`src/rtl/mic_pdm_core.sv`:
```
// PDM microphone slot: mic clock generation, 2-flop input sync,
// ones-count decimation and a sample FIFO behind a 4-word register map.
module mic_pdm_core #(
  parameter int CLK_DIV = 20,
  parameter int DECIM   = 128,
  parameter int FIFO_AW = 9
) (
  input  logic        clk,
  input  logic        reset,
  input  logic        cs,
  input  logic        read,
  input  logic        write,
  input  logic [4:0]  addr,
  input  logic [31:0] wr_data,
  output logic [31:0] rd_data,
  output logic        mic_clk,
  input  logic        mic_data,
  output logic        mic_lrsel
);

  localparam int W     = $clog2(DECIM + 1);
  localparam int DW    = $clog2(CLK_DIV + 1);
  localparam int DEPTH = 2 ** FIFO_AW;
  localparam int CW    = FIFO_AW + 1;

  localparam logic [DW-1:0] DIV_LAST = DW'(CLK_DIV - 1);
  localparam logic [W-1:0]  BIT_LAST = W'(DECIM - 1);

  logic          en;
  logic          clk_q;
  logic [DW-1:0] div;
  logic          sync1;
  logic          sync2;
  logic [W-1:0]  bit_cnt;
  logic [W-1:0]  ones_cnt;

  logic               ovf;
  logic [FIFO_AW-1:0] wr_ptr;
  logic [FIFO_AW-1:0] rd_ptr;
  logic [CW-1:0]      count;
  logic [W-1:0]       mem [DEPTH];

  logic         sel_w;
  logic         pop_req;
  logic         ctl_wr;
  logic         clr_fifo;
  logic         clr_ovf;
  logic         wrap;
  logic         capture;
  logic         push;
  logic [W-1:0] sample;
  logic         empty;
  logic         full;
  logic         do_pop;
  logic         do_push;
  logic         ovf_evt;
  logic [W-1:0] head;
  logic         unused;

  assign unused    = &{1'b0, read, addr[4:2], wr_data[31:3]};
  assign mic_lrsel = 1'b0;
  assign mic_clk   = clk_q;

  assign sel_w    = cs & write;
  assign pop_req  = sel_w & (addr[1:0] == 2'd2);
  assign ctl_wr   = sel_w & (addr[1:0] == 2'd3);
  assign clr_fifo = ctl_wr & wr_data[1];
  assign clr_ovf  = ctl_wr & wr_data[2];

  always_ff @(posedge clk or posedge reset) begin
    if (reset) begin
      en <= 1'b0;
    end else if (ctl_wr) begin
      en <= wr_data[0];
    end
  end

  // Falling mic_clk toggle is the capture point for one PDM bit.
  assign wrap    = en && (div == DIV_LAST);
  assign capture = wrap && clk_q;

  always_ff @(posedge clk or posedge reset) begin
    if (reset) begin
      div   <= '0;
      clk_q <= 1'b0;
    end else if (!en) begin
      div   <= '0;
      clk_q <= 1'b0;
    end else if (wrap) begin
      div   <= '0;
      clk_q <= ~clk_q;
    end else begin
      div   <= div + DW'(1);
    end
  end

  always_ff @(posedge clk or posedge reset) begin
    if (reset) begin
      sync1 <= 1'b0;
      sync2 <= 1'b0;
    end else begin
      sync1 <= mic_data;
      sync2 <= sync1;
    end
  end

  assign push   = capture && (bit_cnt == BIT_LAST);
  assign sample = ones_cnt + W'(sync2);

  always_ff @(posedge clk or posedge reset) begin
    if (reset) begin
      bit_cnt  <= '0;
      ones_cnt <= '0;
    end else if (!en) begin
      bit_cnt  <= '0;
      ones_cnt <= '0;
    end else if (capture) begin
      if (bit_cnt == BIT_LAST) begin
        bit_cnt  <= '0;
        ones_cnt <= '0;
      end else begin
        bit_cnt  <= bit_cnt + W'(1);
        ones_cnt <= sample;
      end
    end
  end

  assign empty   = (count == '0);
  assign full    = (count == CW'(DEPTH));
  assign do_pop  = pop_req & ~empty;
  // A pop in the same cycle frees the slot a push into a full FIFO needs.
  assign do_push = push & (~full | do_pop);
  assign ovf_evt = push & full & ~do_pop;

  always_ff @(posedge clk or posedge reset) begin
    if (reset) begin
      wr_ptr <= '0;
      rd_ptr <= '0;
      count  <= '0;
    end else if (clr_fifo) begin
      wr_ptr <= '0;
      rd_ptr <= '0;
      count  <= '0;
    end else begin
      if (do_push) wr_ptr <= wr_ptr + FIFO_AW'(1);
      if (do_pop)  rd_ptr <= rd_ptr + FIFO_AW'(1);
      unique case ({do_push, do_pop})
        2'b10:   count <= count + CW'(1);
        2'b01:   count <= count - CW'(1);
        default: count <= count;
      endcase
    end
  end

  always_ff @(posedge clk) begin
    if (do_push) mem[wr_ptr] <= sample;
  end

  always_ff @(posedge clk or posedge reset) begin
    if (reset) begin
      ovf <= 1'b0;
    end else if (ovf_evt) begin
      ovf <= 1'b1;
    end else if (clr_ovf) begin
      ovf <= 1'b0;
    end
  end

  assign head = empty ? '0 : mem[rd_ptr];

  always_comb begin
    rd_data = '0;
    unique case (addr[1:0])
      2'd0: rd_data[W-1:0] = head;
      2'd1: begin
        rd_data[0]            = empty;
        rd_data[1]            = full;
        rd_data[2]            = ovf;
        rd_data[3]            = en;
        rd_data[8+FIFO_AW:8]  = count;
      end
      default: rd_data[0] = en;
    endcase
  end

endmodule

```
`config.mk`:
```
export PLATFORM = sky130hd
export DESIGN_NAME = mic_pdm_core
export DESIGN_NICKNAME = d
export VERILOG_FILES = /design/src/rtl/mic_pdm_core.sv
export SDC_FILE = /design/constraint.sdc
export NUM_CORES = 2
export LEC_CHECK = 0
export CORE_AREA = 2 2 764 766
export CTS_CLUSTER_SIZE = 28
export DETAILED_ROUTE_END_ITERATION = 8
export DIE_AREA = 0 0 766 768
export MAX_ROUTING_LAYER = met4
export SYNTH_ARGS = -nofsm -noshare
export SYNTH_HDL_FRONTEND = slang
export SYNTH_SLANG_ARGS = --single-unit
```
`constraint.sdc`:
```
create_clock -name clk -period 43.5 [get_ports clk]
set_input_delay 4.35 -clock clk [delete_from_list [all_inputs] [get_ports clk]]
set_output_delay 4.35 -clock clk [all_outputs]
set_load 0.005 [all_outputs]
```
==> impl_metrics.py <==
metrics = {
    "finish": {
        "finalNetCount": 7661,
        "stdcell_count": 15739,
        "post-route-cell-area_um2": 185000,
        "layout-drive-gt1-share": 0.242,
        "syn_to_final_growth_pct": 14.1,
    },
    "yosys": {
        "yosys.area.top_type": "edfxtp_1",
        "synth-compound-area-share": 0.0192,
        "synth-simple-area-share": 0.0244,
        "synth_xor_area_frac": 0.00184,
        "yosys_warnings": 0,
        "synth_top_family_by_area": "multiplexers",
        "synthDominantCellAreaShare": 0.760,
        "syn_avg_cell_area_um2": 21.8,
        "synth_seq_cells": 4150,
        "synth_area_leaders": "edfxtp_1, mux4_2, mux2i_1",
        "synthTopCellsByCount": "edfxtp_1, mux4_2, nor2_1",
        "ys_seq_area_frac": 0.768,
        "synth_edf_count": 4096,
        "synth.distinct_cells": 73,
        "synth_most_common_cell": "edfxtp_1",
        "netlist_instances": 7430,
        "synthAdderAreaFrac": 0.000773,
        "synthMuxAreaShare": 0.168,
        "synth_async_sr_flop_share": 0.0130,
        "synth.cell_area_um2": 162000,
        "synth_ff_type": "edfxtp_1",
    },
    "detailed_routing": {
        "first_iter_violations": 11028,
        "finalWirelength_um": 434000,
        "wl_per_cell_um": 27.6,
        "viasPerCell": 5.00,
        "drc": 0,
        "vias": 78640,
        "drtAntennaViolNets": 0,
        "dr.pass1.iters": 5,
    },
    "worst_setup_path": {
        "critPathArrivalTime_ns": 8.93,
        "criticalPathCategory": "register to output port",
        "cp-end-kind": "output port",
        "worstPathRequired_ns": 39.15,
        "path_max_fanout": 47,
        "start_kind": "register",
    },
    "power": {
        "p_sw_frac": 0.262,
        "ir_worst_vdd_mv": 0.0445,
        "leakage_nw": 64.1,
        "seqPwrFrac": 0.469,
        "power.switching_mw": 2.45,
        "p_total_mw": 9.35,
        "powerDensity_nw_per_um2": 50.6,
        "p_int_mw": 6.90,
        "clockPowerShare": 0.380,
        "combPwrFrac": 0.152,
    },
    "floorplan": {
        "coreArea_um2": 580000,
        "fp-row-count": 280,
        "initial_utilization": 0.279,
        "die_w_um": 766,
        "die_y_um": 768,
        "dieArea_um2": 588000,
        "pin_count": 77,
    },
    "place": {
        "place_congestion": 0.845,
        "hpwl_um": 257000,
        "portBuffers": 28,
        "postPlaceCellArea_um2": 171000,
        "dp_cells": 14939,
    },
    "worst_hold_path": {
        "hold_path_class": "register to register",
    },
    "cts": {
        "insertion_delay_ns": 1.00,
        "cts_buffer_depth": 4,
        "post_cts_buffers": 0,
        "cts.repair.resized": 0,
        "cts_hold_buf": 0,
        "path_clk_slew_ns": 0.06,
        "htree_levels": 5,
        "cts_tree": "yes",
        "cts_sinks": 4150,
        "cts_root_buf": "clkbuf_16",
        "cts_buffers": 422,
    },
    "global_routing": {
        "grtUsageMet3": 0.0309,
        "overflow": 0,
        "grt_pass1_vias": 79205,
        "busiest_layer": "met2",
        "grt_pass1_wl_um": 609000,
        "antenna_found_initial": 35,
        "grt_util_all_layers": 0.147,
        "met2_usage": 0.233,
        "gr-usage-met1": 0.187,
        "grt_max_degree": 203,
    },
    "run_status": {
        "violations": "capacitance limit",
        "status": "finished, violations left",
    },
    "job": {
        "max-cap-violations": 1,
    },
    "timing": {
        "skew_ns": 0.0870,
        "finalSetupViolCount": 0,
        "hold_ws_ns": 0.380,
        "layout_min_cycle_time_ns": 13.28,
        "worst_slew_pin_slew_ns": 1.48,
        "max_freq_mhz": 75.3,
        "hold_viol_final": 0,
        "setup_tns_ns": 0,
        "rsz0062_at_grt": "false",
        "period_share": 0.305,
        "relSlewSlack": 0.00211,
        "drv_slew": 0,
    },
}
-- power groups by stage --
| stage | logic (mW) | clock network (mW) | registers [mW] |
|---|---|---|---|
| 2_1_floorplan | 1.07 | 0 | 4.43 |
| 3_3_place_gp | 1.42 | 0 | 4.46 |
| 3_5_place_dp | 1.43 | 0 | 4.46 |
| 4_1_cts | 1.44 | 3.59 | 4.38 |
| 5_1_grt | 1.49 | 3.75 | 4.38 |
| 6_report | 1.42 | 3.55 | 4.38 |
-- cells by family after synthesis --
logic type                 count (synthesis)
other                                      1
buffers and inverters                    484
and+or+nand+nor                          937
xor gates and xnor gates                  34
DFF                                     4150
muxes                                   1363
adders and majority gates                 10
AOI/OAI and AO/OA                        451
-- critical path, stage by stage (launching register included) --
cell             delay, ns
dfrtp_4               0.71
buf_4                 0.69
buf_4                 0.76
buf_4                 0.66
buf_4                 0.67
buf_4                 0.61
mux4_2                0.36
mux4_2                0.28
a22o_1                0.22
a211oi_1              0.13
o21ai_1               0.86
o311ai_1              0.22
a21oi_1               0.86
clkdlybuf4s50_1       0.67
-- registers in the layout, summed over array words and instances, names as in the netlist --
signal and flops:
bit_cnt 8, count 10, div 5, en 1
mem 4096, mic_clk 1, ones_cnt 8, ovf 1
rd_ptr 9, sync1 1, sync2 1, wr_ptr 9
-- cell usage in the layout, fill, tap and decap left out, drive strengths merged, types with 12 or more instances in the layout --
cell,instances
a211oi,24
a21oi,89
a221oi,39
a22oi,55
a31oi,14
and2,27
and3,12
buf,184
bufinv,38
clkbuf,512
clkdlybuf4s50,28
clkinv,211
clkinvlp,13
conb,15
dfrtp,54
diode,15
edfxtp,4096
inv,23
mux2i,270
mux4,1086
nand2,154
nand2b,15
nand3,54
nand4,19
nor2,583
nor2b,18
nor3,22
o21ai,81
o221ai,43
o22ai,34
xnor2,20
xor2,14
-- per-stage QoR --
| step | setup WS [ns] | utilization |
|---|---|---|
| 6_report | 30.22 | 0.319 |
| 5_1_grt | 29.82 | 0.319 |
| 4_1_cts | 30.16 | 0.319 |
| 3_5_place_dp | 31.27 | 0.295 |
| 3_3_place_gp | 31.25 | 0.295 |
| 2_1_floorplan | 25.14 | - |
-- routing by layer --
| layer | wire (um) | share of wire |
|---|---|---|
| met3 | 42600 | 0.098 |
| met2 | 209000 | 0.48 |
| met5 | 0 | 0 |
| met1 | 166000 | 0.38 |
| met4 | 16300 | 0.038 |
-- layout make-up --
class                      count  area (um^2)
clock buffer                 512        11000
multi-input combinational   2810        35200
tap                         7755         9700
timing repair buffer         212         1860
fill                       54367       395000
sequential                  4150       124000
inverter                      12         52.6
antenna                       15         37.5
clock inverter               273         2560
-- worst paths after layout --
check                      cells after the start          end        from  slack, ns
max                                           13   rd_data[4]   rd_ptr[1]      30.22
min                                            0        sync2       sync1       0.38
max reg2reg                                    7  mem[271][7]  bit_cnt[0]      38.20
min reg2reg                                    0        sync2       sync1       0.38
max in group asynchronous                      3    rd_ptr[3]       reset      38.95
min in group asynchronous                      3       div[4]       reset       3.90
No activity file was read; power rests on OpenSTA's default activity.
